--- src/rtl/mem_bus_arbiter.sv ---
// Round-robin arbiter sharing one 128-bit memory bus between the I-cache refill port and the D-cache/LSU port.
// One outstanding transaction; the grant is held until the memory responds.
module mem_bus_arbiter #(
  parameter int unsigned BUS_ADDRESS_WIDTH = 20,
  parameter int unsigned BUS_DATA_WIDTH    = 128
) (
  input  logic                            clk_i,
  input  logic                            rst_ni,
  input  logic [BUS_ADDRESS_WIDTH-1:4]    i_addr_i,
  input  logic                            i_valid_i,
  output logic                            i_valid_o,
  input  logic [BUS_ADDRESS_WIDTH-1:4]    d_addr_i,
  input  logic                            d_we_i,
  input  logic [BUS_DATA_WIDTH-1:0]       d_wdata_i,
  input  logic                            d_valid_i,
  output logic                            d_valid_o,
  output logic [BUS_DATA_WIDTH-1:0]       rdata_o,
  output logic [BUS_ADDRESS_WIDTH-1:4]    mem_addr_o,
  output logic                            mem_we_o,
  output logic [BUS_DATA_WIDTH-1:0]       mem_wdata_o,
  output logic                            mem_valid_o,
  input  logic [BUS_DATA_WIDTH-1:0]       mem_rdata_i,
  input  logic                            mem_valid_i,
  output logic                            spurious_o
);

  typedef enum logic [1:0] {
    IDLE,
    BUSY_I,
    BUSY_D
  } state_t;

  state_t state_q, state_d;
  logic   last_grant_d_q;
  logic   mask_i_q, mask_d_q;
  logic   grant_i, grant_d;
  logic   elig_i, elig_d;

  assign rdata_o = mem_rdata_i;
  assign elig_i  = i_valid_i & ~mask_i_q;
  assign elig_d  = d_valid_i & ~mask_d_q;

  always_ff @(posedge clk_i or negedge rst_ni) begin
    if (!rst_ni) begin
      state_q <= IDLE;
    end else begin
      state_q <= state_d;
    end
  end

  always_comb begin
    state_d   = state_q;
    grant_i   = 1'b0;
    grant_d   = 1'b0;
    i_valid_o = 1'b0;
    d_valid_o = 1'b0;
    case (state_q)
      IDLE: begin
        // On a tie the port that did not win last time goes first.
        grant_i = elig_i & (~elig_d | last_grant_d_q);
        grant_d = elig_d & ~grant_i;
        if (grant_i) begin
          state_d = BUSY_I;
        end else if (grant_d) begin
          state_d = BUSY_D;
        end
      end
      BUSY_I: begin
        if (mem_valid_i) begin
          i_valid_o = 1'b1;
          state_d   = IDLE;
        end
      end
      BUSY_D: begin
        if (mem_valid_i) begin
          d_valid_o = 1'b1;
          state_d   = IDLE;
        end
      end
      default: state_d = IDLE;
    endcase
  end

  always_ff @(posedge clk_i or negedge rst_ni) begin
    if (!rst_ni) begin
      mem_addr_o     <= '0;
      mem_we_o       <= 1'b0;
      mem_wdata_o    <= '0;
      mem_valid_o    <= 1'b0;
      last_grant_d_q <= 1'b1;
      mask_i_q       <= 1'b0;
      mask_d_q       <= 1'b0;
      spurious_o     <= 1'b0;
    end else begin
      // Masks live for exactly the one IDLE cycle after a port's response.
      mask_i_q <= i_valid_o;
      mask_d_q <= d_valid_o;
      if (grant_i) begin
        mem_addr_o     <= i_addr_i;
        mem_we_o       <= 1'b0;
        mem_wdata_o    <= '0;
        mem_valid_o    <= 1'b1;
        last_grant_d_q <= 1'b0;
      end else if (grant_d) begin
        mem_addr_o     <= d_addr_i;
        mem_we_o       <= d_we_i;
        mem_wdata_o    <= d_wdata_i;
        mem_valid_o    <= 1'b1;
        last_grant_d_q <= 1'b1;
      end else if (i_valid_o || d_valid_o) begin
        mem_valid_o <= 1'b0;
      end
      if (state_q == IDLE && mem_valid_i) begin
        spurious_o <= 1'b1;
      end
    end
  end

endmodule
--- config.mk ---
export PLATFORM = sky130hd
export DESIGN_NAME = mem_bus_arbiter
export DESIGN_NICKNAME = d
export VERILOG_FILES = /design/src/rtl/mem_bus_arbiter.sv
export SDC_FILE = /design/constraint.sdc
export NUM_CORES = 1
export LEC_CHECK = 0
export BUFFER_PORTS_ARGS = -buffer_cell sky130_fd_sc_hd__buf_2
export CAP_MARGIN = 0
export CORE_AREA = 3 3 222 224
export CTS_CLUSTER_SIZE = 8
export DETAILED_ROUTE_END_ITERATION = 10
export DIE_AREA = 0 0 225 227
export GPL_TIMING_DRIVEN = 0
export HOLD_SLACK_MARGIN = 0.03
export PLACE_DENSITY = 0.42
export SLEW_MARGIN = 10
export SYNTH_ARGS = -nofsm -noshare
export SYNTH_HDL_FRONTEND = slang
export SYNTH_SLANG_ARGS = --single-unit
export TNS_END_PERCENT = 30
--- constraint.sdc ---
create_clock -name clk_i -period 1.8 [get_ports clk_i]
set_input_delay 0 -clock clk_i [delete_from_list [all_inputs] [get_ports clk_i]]
set_output_delay 0 -clock clk_i [all_outputs]
set_load 0.02 [all_outputs]
Word level (Yosys, flattened, before mapping)

Cells that the tools add are included.

Equal/unequal tests: 4
Multiplexer cells: 20
Bitwise logic cells: 9
Reductions and logical operators: 7

Operators by type and width:

| kind                                                   | count |
|---|---|
| 2-to-1 mux 128 bit                                     | 2 |
| 2-to-1 mux 16 bit                                      | 2 |
| 2-to-1 mux 1 bit                                       | 12 |
| 2-to-1 mux 2 bit                                       | 3 |
| AND 1 bit                                              | 4 |
| NOT 1 bit                                              | 4 |
| one-hot mux 2 bit (2 select lines)                     | 1 |
| inequality test 3 bit (second input constant)          | 1 |
| nonzero test 3 bit                                     | 1 |
| == test 2 x 1 -> 1 bit (second input constant)         | 1 |
| == test 2 bit (second input constant)                  | 1 |
| zero test 2 bit                                        | 1 |
| inequality test 2 x 1 -> 1 bit (second input constant) | 1 |
| AND reduction 2 bit                                    | 1 |
| nonzero test 2 bit                                     | 1 |
| OR reduction 2 bit                                     | 1 |
| logical AND 1 bit                                      | 1 |
| logical OR 1 bit                                       | 1 |
| OR 1 bit                                               | 1 |

Register bits after elaboration: 152
Bits of input ports: 294
Output and inout port bits: 277
Word-level logic and storage cells: 49

Logic depth before layout (Yosys ltp)

Depth in word-level cells: 10
Depth in mapped cells: 8

Least setup slack after synthesis

Ideal clock, no wire load.

Path kind: flip-flop to flip-flop
Start: register state_q[0]
End: register state_q[1]
Setup time: 82 ps
Data arrival time: 1371 ps
Slack: 347 ps
Cell stages (with the launch flop): 9
Buffers on the path: 2
Period minus slack after synthesis: 1453 ps
Cells stage by stage: dfrtp_1 > inv_1 > ha_1 > nand3b_1 > a21oi_2 > buf_4 > buf_4 > inv_2 > o22ai_1

Cells in the longest elaborated chain, start to end: 4
Elaborated cells between the ends (all ways): 8
Those cells by class: 4 x eq/ne; 1 x mux; 3 x reduce/logical

RTL lines:

| what                                                           | RTL line | text |
|---|---|---|
| start: declaration                                             | 33       | `state_t state_q, state_d;` |
| start signal: assignment                                       | 47       | `state_q <= state_d;` |
| == test 2 bit / == test 2 x 1 -> 1 bit (equally long branches) | 57       | `case (state_q)` |
| OR reduction 2 bit (no line)                                   | -        |  |
| inequality test 2 x 1 -> 1 bit (no line)                       | -        |  |
| AND reduction 2 bit (no line)                                  | -        |  |

Several ways; a longest one is shown, not always the timed one.
A chain may end at the register's enable or synchronous reset.

Worst setup path in the final report

Start: register mask_i_q
End: register mem_wdata_o[26]

Cells in the longest elaborated chain, start to end: 7
Elaborated cells between the ends (all ways): 9
Those cells by class: 3 x mux; 5 x bitwise; 1 x reduce/logical

RTL lines:

| what                         | RTL line | text |
|---|---|---|
| start: declaration           | 35       | `logic mask_i_q, mask_d_q;` |
| start signal: assignment     | 96       | `mask_i_q <= i_valid_o;` |
| NOT 1 bit *                  | 40       | `assign elig_i = i_valid_i & ~mask_i_q;` |
| AND 1 bit *                  | 40       |  |
| AND 1 bit *                  | 60       | `grant_i = elig_i & (~elig_d \| last_grant_d_q);` |
| NOT 1 bit                    | 61       | `grant_d = elig_d & ~grant_i;` |
| AND 1 bit                    | 61       |  |
| 2-to-1 mux 1 bit             | 57       |  |
| nonzero test 2 bit (no line) | -        |  |
| end signal: assignment       | 107      | `mem_wdata_o <= d_wdata_i;` |
| end: declaration             | 20       | `output logic [BUS_DATA_WIDTH-1:0] mem_wdata_o,` |

Every way passes the cells marked *; elsewhere a longest branch is shown, timed or not.

==> impl_metrics.csv <==
group,metric,value,unit
cells_and_area,reg_top3,"mem_wdata_o (128), mem_addr_o (16), state_q (2)",
sta,setup_violations,0,
global_routing,grt_overflow_total,0,
place,dpl.hpwl,20.1,mm
global_routing,track_usage,0.101,
run_status,status,"completed",
clock_tree,clkLatencyLatePin,0.47,ns
cells_and_area,finalNetCount,1456,
place,port_buffers,442,
routing,drt-initial-drc-count,182,
floorplan,coreArea,47500,sq um
global_routing,antenna_found_initial,0,
clock_tree,clk_pin_slew_worst_paths,0.07,ns
place,placement.cell_area,9580,sq um
clock_tree,cts_setup_buffers,0,
sta,maxSlewHeadroom,0.589,
power,power_frac_clock,0.221,
synth,syn_avg_cell_area,12.3,sq um
cells_and_area,largest_reg_flops,128,
place,detailedPlace.worstSlack,-0.149,ns
sta,max_freq,598,MHz
synth,ys_seq_area_frac,0.580,
power,ir_worst_vdd,0.563,mV
synth,synth_cell_types,28,
cells_and_area,syn_to_final_growth,80.7,%
power,leakagePower,6.25,nW
setup_path,critical_path_arrival,2.08,ns
sta,rsz0062_at_grt,"no",
power,seqPwrFrac,0.323,
power,pwr-share-comb,0.456,
synth,synth_area,6560,sq um
setup_path,cp-end-kind,"flip-flop",
sta,slew_viol_final,0,
setup_path,crit_required,2.21,ns
cells_and_area,top_register,"mem_wdata_o",
cells_and_area,stdcell_area,11900,sq um
sta,worst_pin_slew,0.617,ns
power,internal_power,9.84,mW
place,place.gp.congestion,0.741,
synth,syn-num-nets,831,
cells_and_area,fin_cells,1788,
cells_and_area,drive_gt1_frac,0.550,
routing,vias,6385,
synth,syn_inst,534,
floorplan,die_y,227,microns
floorplan,initial_core_util,0.138,
floorplan,pin_count,571,
clock_tree,clk_path_buf_depth,2,
cells_and_area,final_util,0.249,
min_path,hold_class,"input port to asynchronous set/reset pin",
routing,wl_per_cell,15.1,microns
clock_tree,cts_tree,"done",
power,switching_share,0.412,
routing,wl,26.9,mm
flow_run,max_cap_violations,0,
sta,setup_slack,0.128,ns
clock_tree,root_buffer,"clkbuf_16",
floorplan,rows,80,
floorplan,dieArea,51100,sq um
setup_path,startpoint_type,"flip-flop",
synth,ys_ff_latch,152,
sta,period_needed,1.67,ns
sta,post-route-period-util,0.929,
floorplan,dieWidth,225,microns
sta,fin_worst_skew,0.0153,ns
global_routing,grt_pass1_vias,6603,
place,dp.cells,1592,
global_routing,grt_max_degree,81,
clock_tree,cts_htree_levels,4,
sta,finalHoldViolCount,0,
routing,ant_nets,0,
power,p_sw,6.90,mW
setup_path,worstSetupPathType,"flip-flop to flip-flop",
global_routing,grt_pass1_wl,38.7,mm
routing,drt-pass1-iter-count,4,
routing,via_per_inst,3.57,
routing,post-route-drc-count,0,
clock_tree,cts_buffers,17,
clock_tree,cts.sinks,152,
power,power_density,1410,nW/um^2
setup_path,crit_path_max_fanout,10,
synth,yosys_warnings,0,
[area by class of cell]
| class | count | area [sq um] |
|---|---|---|
| tap | 615 | 769 |
| inverter | 5 | 18.8 |
| fill | 5052 | 35700 |
| sequential | 152 | 3800 |
| clock buffer | 19 | 443 |
| timing repair buffer | 606 | 3880 |
| buffer | 163 | 1210 |
| antenna | 1 | 2.50 |
| multi-input combinational | 214 | 1590 |
| clock inverter | 13 | 143 |
[final timing paths]
path | startpoint | cells past startpoint | slack (ns) | end
setup / recovery | mask_i_q | 5 | 0.13 | mem_wdata_o[26]
max in group asynchronous | rst_ni | 3 | 0.87 | mem_wdata_o[3]
min in group clk_i | d_valid_i | 6 | 0.17 | mem_addr_o[8]
setup reg to reg | mask_i_q | 5 | 0.13 | mem_wdata_o[26]
hold reg to reg | spurious_o | 1 | 0.47 | spurious_o
hold / removal | rst_ni | 2 | 0.08 | mem_wdata_o[88]
[worst max-delay path, cell delays in order, from the launching register on]
cell and delay (ns):
dfrtp_1 0.32, and2b_1 0.24, o21ai_2 0.19, buf_4 0.30, buf_2 0.34, a22o_1 0.20
[power by group through the flow]
stage	registers [mW]	clock network, mW	logic (mW)
3_3_place_gp	5.44	0	7.38
5_1_grt	5.58	4.02	8.26
2_1_floorplan	6.96	0	2.93
3_5_place_dp	5.43	0	7.41
6_report	5.42	3.70	7.63
4_1_cts	5.41	3.91	7.73
[synthesized netlist by cell type]
master / n / share of area
clkbuf_1: 1 / 0.00057
and2b_1: 1 / 0.0011
o22ai_1: 1 / 0.00095
nor2b_1: 1 / 0.00095
ha_1: 3 / 0.0057
o311a_1: 1 / 0.0015
buf_4: 134 / 0.15
a21o_1: 1 / 0.0011
o21ai_1: 10 / 0.0076
o21ai_0: 6 / 0.0046
and2_1: 2 / 0.0019
dfstp_2: 1 / 0.0040
mux2_2: 1 / 0.0017
buf_6: 2 / 0.0034
o21a_1: 1 / 0.0011
inv_1: 4 / 0.0023
nor2b_2: 1 / 0.0013
o21ai_2: 1 / 0.0013
o31ai_1: 1 / 0.0011
a21oi_1: 17 / 0.013
a22o_1: 129 / 0.17
nand3b_1: 1 / 0.0011
a21oi_2: 1 / 0.0013
inv_2: 1 / 0.00057
nand2_1: 18 / 0.010
dfrtp_1: 151 / 0.58
nor2_1: 17 / 0.0097
buf_2: 26 / 0.020
[layout by cell type (no fill, tap or decap), drive strengths merged]
master,count
buf,598
dlygate4sd3,163
dfrtp,151
a22o,129
clkbuf,27
nand2,18
a21oi,18
nor2,17
o21ai,17
inv,10
clkinv,4
ha,3
and2,2
bufinv,2
clkinvlp,2
nor2b,2
diode,1
and2b,1
nand3b,1
o311a,1
mux2,1
o21a,1
o22ai,1
o31ai,1
a21o,1
dfstp,1
[through the flow]
| step | hold slack, ns | total power, mW | TNS [ns] |
|---|---|---|---|
| 6_report | 0.0834 | 16.7 | 0 |
| 5_1_grt | 0.102 | 17.9 | 0 |
| 4_1_cts | 0.0447 | 17.0 | 0 |
| 3_5_place_dp | 0.0130 | 12.8 | -6.45 |
| 3_3_place_gp | 0.216 | 12.8 | -285.27 |
| 2_1_floorplan | -0.296 | 9.89 | 0 |
[per-layer routing]
metal  track usage  routed length, microns  up-vias
met2         0.170                   13500      276
li1              -                       -     3035
met5             0                       0        -
met3        0.0366                    2010       24
met4        0.0412                     460        0
met1         0.117                   11000     3050
[logic make-up after synthesis]
kind of cell | synth area share
AOI/OAI and AO/OA | 0.206
buffers and inverters | 0.180
DFF | 0.580
and+or+nand+nor | 0.0265
adders and majority gates | 0.00572
muxes | 0.00172
[repair_timing]
item	4_1_cts	5_1_grt
hold buffers	163	0
gates resized for setup	6	13
endpoints found under the hold margin	302	0
setup endpoints to repair	100	128
Power figures use the tool's default switching activity.
